[src/rtl/instr_register_alu.sv]
// Instruction register file with a built-in signed ALU: a two-stage write pipeline
// computes the result and commits each entry, and reads return 1 cycle later with forwarding.
module instr_register_alu #(
    parameter int OP_WIDTH = 8,
    parameter int DEPTH = 32,
    localparam int AW = $clog2(DEPTH),
    localparam int RW = 2 * OP_WIDTH
) (
    input  logic                       clk,
    input  logic                       reset,
    input  logic                       load_en,
    input  logic [AW-1:0]              write_pointer,
    input  logic [2:0]                 opcode,
    input  logic signed [OP_WIDTH-1:0] operand_a,
    input  logic signed [OP_WIDTH-1:0] operand_b,
    input  logic                       rd_en,
    input  logic [AW-1:0]              read_pointer,
    output logic                       rd_valid,
    output logic [2:0]                 rd_opcode,
    output logic signed [OP_WIDTH-1:0] rd_operand_a,
    output logic signed [OP_WIDTH-1:0] rd_operand_b,
    output logic signed [RW-1:0]       rd_result,
    output logic                       rd_div0,
    output logic                       rd_unwritten,
    output logic [AW:0]                valid_count
);

    typedef enum logic [2:0] {
        OP_ZERO  = 3'd0,
        OP_PASSA = 3'd1,
        OP_PASSB = 3'd2,
        OP_ADD   = 3'd3,
        OP_SUB   = 3'd4,
        OP_MULT  = 3'd5,
        OP_DIV   = 3'd6,
        OP_MOD   = 3'd7
    } opcode_e;

    logic                       s1_valid_q, s1_valid_d;
    logic [AW-1:0]              s1_addr_q, s1_addr_d;
    logic [2:0]                 s1_opcode_q, s1_opcode_d;
    logic signed [OP_WIDTH-1:0] s1_a_q, s1_a_d;
    logic signed [OP_WIDTH-1:0] s1_b_q, s1_b_d;
    logic signed [RW-1:0]       s1_result_q, s1_result_d;
    logic                       s1_div0_q, s1_div0_d;

    logic [DEPTH-1:0]           valid_q, valid_d;
    logic [AW:0]                valid_count_q, valid_count_d;

    logic                       rd_valid_q, rd_valid_d;
    logic [2:0]                 rd_opcode_q, rd_opcode_d;
    logic signed [OP_WIDTH-1:0] rd_a_q, rd_a_d;
    logic signed [OP_WIDTH-1:0] rd_b_q, rd_b_d;
    logic signed [RW-1:0]       rd_result_q, rd_result_d;
    logic                       rd_div0_q, rd_div0_d;
    logic                       rd_unwritten_q, rd_unwritten_d;

    logic [2:0]                 mem_opcode [DEPTH];
    logic signed [OP_WIDTH-1:0] mem_a      [DEPTH];
    logic signed [OP_WIDTH-1:0] mem_b      [DEPTH];
    logic signed [RW-1:0]       mem_result [DEPTH];
    logic                       mem_div0   [DEPTH];

    logic signed [RW-1:0]       a_ext, b_ext, divisor, quotient, remainder, alu_result;
    logic                       b_is_zero, alu_div0;
    logic                       fwd_hit;

    // The divisor is forced to 1 when b is zero so the divider never sees an illegal operand.
    always_comb begin
        a_ext      = {{OP_WIDTH{operand_a[OP_WIDTH-1]}}, operand_a};
        b_ext      = {{OP_WIDTH{operand_b[OP_WIDTH-1]}}, operand_b};
        b_is_zero  = (operand_b == '0);
        divisor    = b_is_zero ? {{(RW-1){1'b0}}, 1'b1} : b_ext;
        quotient   = a_ext / divisor;
        remainder  = a_ext % divisor;
        alu_result = '0;
        alu_div0   = 1'b0;
        case (opcode_e'(opcode))
            OP_ZERO:  alu_result = '0;
            OP_PASSA: alu_result = a_ext;
            OP_PASSB: alu_result = b_ext;
            OP_ADD:   alu_result = a_ext + b_ext;
            OP_SUB:   alu_result = a_ext - b_ext;
            OP_MULT:  alu_result = a_ext * b_ext;
            OP_DIV: begin
                alu_result = b_is_zero ? '0 : quotient;
                alu_div0   = b_is_zero;
            end
            OP_MOD: begin
                alu_result = b_is_zero ? '0 : remainder;
                alu_div0   = b_is_zero;
            end
            default:  alu_result = '0;
        endcase
    end

    always_comb begin
        s1_valid_d  = load_en;
        s1_addr_d   = write_pointer;
        s1_opcode_d = opcode;
        s1_a_d      = operand_a;
        s1_b_d      = operand_b;
        s1_result_d = alu_result;
        s1_div0_d   = alu_div0;

        valid_d       = valid_q;
        valid_count_d = valid_count_q;
        if (s1_valid_q) begin
            valid_d[s1_addr_q] = 1'b1;
            if (!valid_q[s1_addr_q])
                valid_count_d = valid_count_q + {{AW{1'b0}}, 1'b1};
        end
    end

    // Stage 1 holds the youngest write, so it takes priority over the array on an address match.
    always_comb begin
        fwd_hit        = s1_valid_q && (s1_addr_q == read_pointer);
        rd_valid_d     = rd_en;
        rd_opcode_d    = rd_opcode_q;
        rd_a_d         = rd_a_q;
        rd_b_d         = rd_b_q;
        rd_result_d    = rd_result_q;
        rd_div0_d      = rd_div0_q;
        rd_unwritten_d = rd_unwritten_q;
        if (rd_en) begin
            if (fwd_hit) begin
                rd_opcode_d    = s1_opcode_q;
                rd_a_d         = s1_a_q;
                rd_b_d         = s1_b_q;
                rd_result_d    = s1_result_q;
                rd_div0_d      = s1_div0_q;
                rd_unwritten_d = 1'b0;
            end else if (valid_q[read_pointer]) begin
                rd_opcode_d    = mem_opcode[read_pointer];
                rd_a_d         = mem_a[read_pointer];
                rd_b_d         = mem_b[read_pointer];
                rd_result_d    = mem_result[read_pointer];
                rd_div0_d      = mem_div0[read_pointer];
                rd_unwritten_d = 1'b0;
            end else begin
                rd_opcode_d    = '0;
                rd_a_d         = '0;
                rd_b_d         = '0;
                rd_result_d    = '0;
                rd_div0_d      = 1'b0;
                rd_unwritten_d = 1'b1;
            end
        end
    end

    always_ff @(posedge clk) begin
        if (reset) begin
            s1_valid_q     <= 1'b0;
            valid_q        <= '0;
            valid_count_q  <= '0;
            rd_valid_q     <= 1'b0;
            rd_opcode_q    <= '0;
            rd_a_q         <= '0;
            rd_b_q         <= '0;
            rd_result_q    <= '0;
            rd_div0_q      <= 1'b0;
            rd_unwritten_q <= 1'b0;
        end else begin
            s1_valid_q     <= s1_valid_d;
            valid_q        <= valid_d;
            valid_count_q  <= valid_count_d;
            rd_valid_q     <= rd_valid_d;
            rd_opcode_q    <= rd_opcode_d;
            rd_a_q         <= rd_a_d;
            rd_b_q         <= rd_b_d;
            rd_result_q    <= rd_result_d;
            rd_div0_q      <= rd_div0_d;
            rd_unwritten_q <= rd_unwritten_d;
        end
        s1_addr_q   <= s1_addr_d;
        s1_opcode_q <= s1_opcode_d;
        s1_a_q      <= s1_a_d;
        s1_b_q      <= s1_b_d;
        s1_result_q <= s1_result_d;
        s1_div0_q   <= s1_div0_d;
    end

    // Array contents survive reset; the valid bits alone decide what is visible.
    always_ff @(posedge clk) begin
        if (!reset && s1_valid_q) begin
            mem_opcode[s1_addr_q] <= s1_opcode_q;
            mem_a[s1_addr_q]      <= s1_a_q;
            mem_b[s1_addr_q]      <= s1_b_q;
            mem_result[s1_addr_q] <= s1_result_q;
            mem_div0[s1_addr_q]   <= s1_div0_q;
        end
    end

    assign rd_valid     = rd_valid_q;
    assign rd_opcode    = rd_opcode_q;
    assign rd_operand_a = rd_a_q;
    assign rd_operand_b = rd_b_q;
    assign rd_result    = rd_result_q;
    assign rd_div0      = rd_div0_q;
    assign rd_unwritten = rd_unwritten_q;
    assign valid_count  = valid_count_q;

endmodule

[config.mk]
export PLATFORM = sky130hd
export DESIGN_NAME = instr_register_alu
export DESIGN_NICKNAME = d
export VERILOG_FILES = /design/src/rtl/instr_register_alu.sv
export SDC_FILE = /design/constraint.sdc
export NUM_CORES = 2
export LEC_CHECK = 0
export BUFFER_PORTS_ARGS = -buffer_cell sky130_fd_sc_hd__buf_2
export CAP_MARGIN = 20
export CORE_MARGIN = 8
export CORE_UTILIZATION = 55
export DETAILED_ROUTE_END_ITERATION = 16
export PLACE_DENSITY = 0.72
export SLEW_MARGIN = 20
export SYNTH_ARGS = -nofsm -noshare
export SYNTH_HDL_FRONTEND = slang
export SYNTH_SLANG_ARGS = --single-unit
export TNS_END_PERCENT = 50
[constraint.sdc]
create_clock -name clk -period 66.9 [get_ports clk]
set_input_delay 13.38 -clock clk [delete_from_list [all_inputs] [get_ports clk]]
set_output_delay 13.38 -clock clk [all_outputs]
set_load 0.01 [all_outputs]
# ---- After elaboration in Yosys (flattened, before gate mapping)
# Memory sizes are Yosys's and may differ from the RTL's.
# Index checks and enable logic that the tools add are counted.
dict set report op_classes {
  addsub 3
  mul 1
  n_div 2
  magnitude_cmp 3
  n_eq_ne 8
  n_mux 24
  bitwise 2
  reduce_logical 8
}
# op n
set op_table {}
lappend op_table {{$pmux 16 s8} 1}
lappend op_table {{$mux 16} 5}
lappend op_table {{$mux 8} 4}
lappend op_table {{$or 32x32->32} 1}
lappend op_table {{$div 16x16->16} 1}
lappend op_table {{$mod 16x16->16} 1}
lappend op_table {{$mul 8x8->16} 1}
lappend op_table {{$eq 3x3->1 const B} 4}
lappend op_table {{$lt 5x6->1 const B} 2}
lappend op_table {{$bmux 1 s5} 2}
lappend op_table {{$add 8x8->9} 1}
lappend op_table {{$mux 1} 9}
lappend op_table {{$sub 8x8->9} 1}
lappend op_table {{$logic_not 8->1} 1}
lappend op_table {{$add 6x1->6 const B} 1}
lappend op_table {{$eq 3x2->1 const B} 2}
lappend op_table {{$mux 3} 2}
lappend op_table {{$demux 1 s5} 1}
lappend op_table {{$eq 5x5->1} 1}
lappend op_table {{$ge 5x1->1 const B} 1}
lappend op_table {{$eq 3x1->1 const B} 1}
lappend op_table {{$logic_and 1x1->1} 3}
lappend op_table {{$logic_not 3->1} 1}
lappend op_table {{$reduce_and 2->1} 1}
lappend op_table {{other kinds (3)} 3}
dict set report totals {
  ff_bits 118
  ram_bits 1152
  input_bits 33
  mem_count 5
}
# name words width rd rd_clocked_by_memory_dff wr line
set mem_list {}
lappend mem_list {mem_result 32 16 1 0 1 61} ;# logic signed [RW-1:0] mem_result [DEPTH];
lappend mem_list {mem_a 32 8 1 0 1 59} ;# logic signed [OP_WIDTH-1:0] mem_a [DEPTH];
lappend mem_list {mem_b 32 8 1 0 1 60} ;# logic signed [OP_WIDTH-1:0] mem_b [DEPTH];
lappend mem_list {mem_opcode 32 3 1 0 1 58} ;# logic [2:0] mem_opcode [DEPTH];
lappend mem_list {mem_div0 32 1 1 0 1 62} ;# logic mem_div0 [DEPTH];

# ---- Depth between registers and ports, before layout
dict set report depth {
  depth_word 5
  depth_mapped 143
  depth_no_buf 131
}

# ---- Worst setup path after synthesis
# OpenSTA, ideal clock, no wires.
dict set report synth_path {
  path_kind {input -> register}
  from {input port operand_b[5]}
  to {register s1_result_q[14]}
  arrival_time_ns 39.364
  slack_ns 27.407
  cell_stages 121
  path_buffers 16
  cell_sequence {clkbuf_1 > nor4_1 > a21oi_1 > ha_1 > mux2i_1 > ha_1 > a31oi_1 > nor2_1 > nand2_1 > o32ai_1 > ha_1 > a41oi_1 > o21ai_0 > and2_1 > nand2_1 > mux2_2 > ha_1 > o211ai_1 > (+85 left out) > o21ai_0 > ha_1 > nor2b_1 > o31a_1 > o211ai_1 > a31oi_1 > o21ba_1 > buf_2 > clkinv_1 > clkbuf_1 > buf_1 > nor2_1 > a21oi_1 > ha_1 > nand4b_1 > o41ai_1 > xor2_1 > o21ai_0}
}
dict set report synth_via {
  elab_chain_len 5
  elab_cells_between_ends 10
  classes_between {2 x add/sub; 1 x mul; 2 x div; 4 x mux; 1 x reduce/logical}
}
# item line
set synth_lines {}
lappend synth_lines {{from (decl)} 15} ;# input logic signed [OP_WIDTH-1:0] operand_b,
lappend synth_lines {{$logic_not 8->1} 72} ;# b_is_zero = (operand_b == '0);
lappend synth_lines {{$mux 16} 73} ;# divisor = b_is_zero ? {{(RW-1){1'b0}}, 1'b1} : b_ext;
lappend synth_lines {{$mod 16x16->16 or $div 16x16->16 (tied branches)} {75, 74}}
lappend synth_lines {{$mux 16, on equally long branches} {90, 86}}
lappend synth_lines {{$pmux 16 s8 *} 78} ;# case (opcode_e'(opcode))
lappend synth_lines {{named net alu_result[14]} 64} ;# logic signed [RW-1:0] a_ext, b_ext, divisor, quotient, remainder, alu_result;
lappend synth_lines {{to (signal assigned)} 179} ;# s1_result_q <= s1_result_d;
lappend synth_lines {{to (decl)} 44} ;# logic signed [RW-1:0] s1_result_q, s1_result_d;
# The timed path passes the listed nets; every way through them passes the cells marked *.
# A chain may end at the register's enable or synchronous reset.

# ---- Worst setup path in the final report
dict set report layout_path {
  from {input port operand_b[0]}
  to {register s1_result_q[15]}
}
# The elaborated chain is that of the path after synthesis.

==> metrics.cfg <==
[setup_path]
path_class=input port to register
cp_max_fo=28
crit_path_max_incr_delay_ns=0.82
worstSetupStartpointType=input port
reg2reg_depth=7
critical_path.most_common_cell=ha_1
critical_path_required_ns=67.47
end_kind=register
r2r_end=valid_count[5]
crit_slowest_cell=clkinv_1
critPathArrivalTime_ns=45.74
rr_startpoint=s1_addr_q[0]
rrSetupSlack_ns=63.36

[synth]
synth_top_area_frac=0.575
avgSynthCellArea_um2=15.6
yosysWarnings=0
ys_ff_latch=1270
yosysUniqueCellTypes=92
synth_flop_cell=edfxtp_1
synthCells=3846
yosys-top-cells-area=edfxtp_1, mux4_2, dfxtp_1, ha_1, fa_1
ys_async_sr_fraction=0
yosysSeqAreaShare=0.615
synth_edf_count=1152
synth.largest_area_cell=edfxtp_1
synthesis.area_mm2=0.0601

[sta]
setup_viol=0
hold_viol=0
post-route-period-util=0.675
max_slew_margin=0.223
fmax_mhz=22.1
tightest_slew_ns=1.16
clock-skew-final_ns=0.0289
fin_setup_tns_ns=0
period_minus_slack_ns=45.17
rsz0062_at_grt=no
drv_slew=0
holdWs_ns=0.471

[global_routing]
grt_max_degree=113
antenna_found_initial=11
grt_usage=0.256
first_global_vias=35547
grt_pass1_wl_um=230000
overflow=0

[layout]
nFillCells=7808
multi_input_area_mm2=0.0223
drive_gt1_frac=0.195
stdcell_area_mm2=0.0665
final_common_cell=edfxtp_1
regArea_mm2=0.0370
fin_nets=4255
final_cell_mix=edfxtp_1, mux4_2, nor2_1
area_growth_pct=10.6

[cts]
clk_pin_slew_worst_paths_ns=0.07
postCtsHoldBufs=0
ctsRootBufferMaster=clkbuf_16
insertion_delay_ns=0.68
cts-buffers-inserted=114
cts.sinks=1270
cts_resized=0
cts_setup_buffers=0
clock_path_buffers=3
h-tree-depth=3
cts_tree=yes

[drt]
wl_met2_um=77500
wl_per_cell_um=28.6
drc=0
drtIter0Drc=4035
top_layer=met5
firstDrtPassIters=5
met3_length_um=14100
wl_met1_um=58300
final_antenna_net_count=0
viasPerCell=6.45
vias=35437
wirelength_um=157000

[die]
fp.dieH_um=347
dieArea_mm2=0.120
pin_count=77
core_area_mm2=0.109
initial_core_util=0.553
die_w_um=347
num_rows=121

[place]
portBuffers=76
hpwlAfterDp_um=90500
gp_congestion=0.924
placed_area_mm2=0.0626

[min_path]
worstHoldEndpoint=rd_unwritten
holdCritPathClass=register to register
holdPathStages=2
hold_start=rd_unwritten

[run_status]
status=completed

[job]
cap_violations=0

metal layers:
metal  up-vias  global-route usage
met2      1742               0.435
met4        10               0.103
met5         -                   0
li1      15423                   -
met3       373              0.0476
met1     17889               0.325
worst max-delay path by stage:
stage                       from         endpoint  depth (start not counted)
finish              operand_b[0]  s1_result_q[15]                        113
global route        operand_b[0]  s1_result_q[11]                        113
CTS                 operand_b[0]  s1_result_q[15]                        114
detailed placement  operand_b[0]  s1_result_q[15]                        114
global placement    operand_b[0]  s1_result_q[15]                        115
floorplan           operand_b[5]  s1_result_q[14]                        121
synth_stat cells (39+ instances only):
cell,number
mux4_2,379
o21a_1,48
a211oi_1,52
edfxtp_1,1152
mux2i_1,50
o21ai_0,96
nand2_1,177
inv_1,157
xnor2_1,93
a21oi_1,165
fa_1,58
xor2_1,51
nor2_1,253
a21o_1,39
dfxtp_1,118
nor3_1,90
ha_1,188
clkbuf_1,135
o22ai_1,46
stage by stage:
step | util | cells | setup WS [ns]
6_report | 0.612 | 5492 | 21.73
5_1_grt | 0.612 | 5491 | 19.05
4_1_cts | 0.612 | 5491 | 22.17
3_5_place_dp | 0.576 | 5274 | 21.56
3_3_place_gp | 0.576 | 5274 | 22.41
2_1_floorplan | - | 3888 | 27.41
sequential cells by signal, summed over array words and instances (netlist names), 3 cells and up:
name	cells
mem_a	256
mem_b	256
mem_div0	32
mem_opcode	96
mem_result	512
rd_opcode	3
rd_operand_a	8
rd_operand_b	8
rd_result	16
s1_a_q	8
s1_addr_q	5
s1_b_q	8
s1_opcode_q	3
s1_result_q	16
valid_count	6
valid_q	32
worst max-delay path: cells and delay by family:
kind	cells	cell delay, ns
fa+ha+maj	15	4.67
buf+inv	7	1.82
simple gates	40	10.86
mux	3	1.03
xor+xnor	2	0.23
compound gates	46	13.61
layout make-up:
cell class	count	area share
multi-input cells	2275	0.335
clock buffers	144	0.0466
flip-flops and latches	1270	0.556
inverters	163	0.00920
repair buffers	152	0.0150
diodes	1	0.0000376
clock inverters	73	0.0116
well taps	1414	0.0266
cell families after synthesis:
logic type / Yosys count / synth area share
flip-flops: 1270 / 0.615
AND/OR/NAND/NOR: 755 / 0.0595
AO/OA/AOI/OAI: 646 / 0.0724
multiplexers: 440 / 0.152
buffers and inverters: 343 / 0.0217
adder cells (fa/ha/maj): 246 / 0.0584
XOR/XNOR: 144 / 0.0210
other: 2 / 0.000125
Power is left out: the tool's default activity adds up to more than one toggle a clock period on the data nets, which glitch-free logic cannot reach.
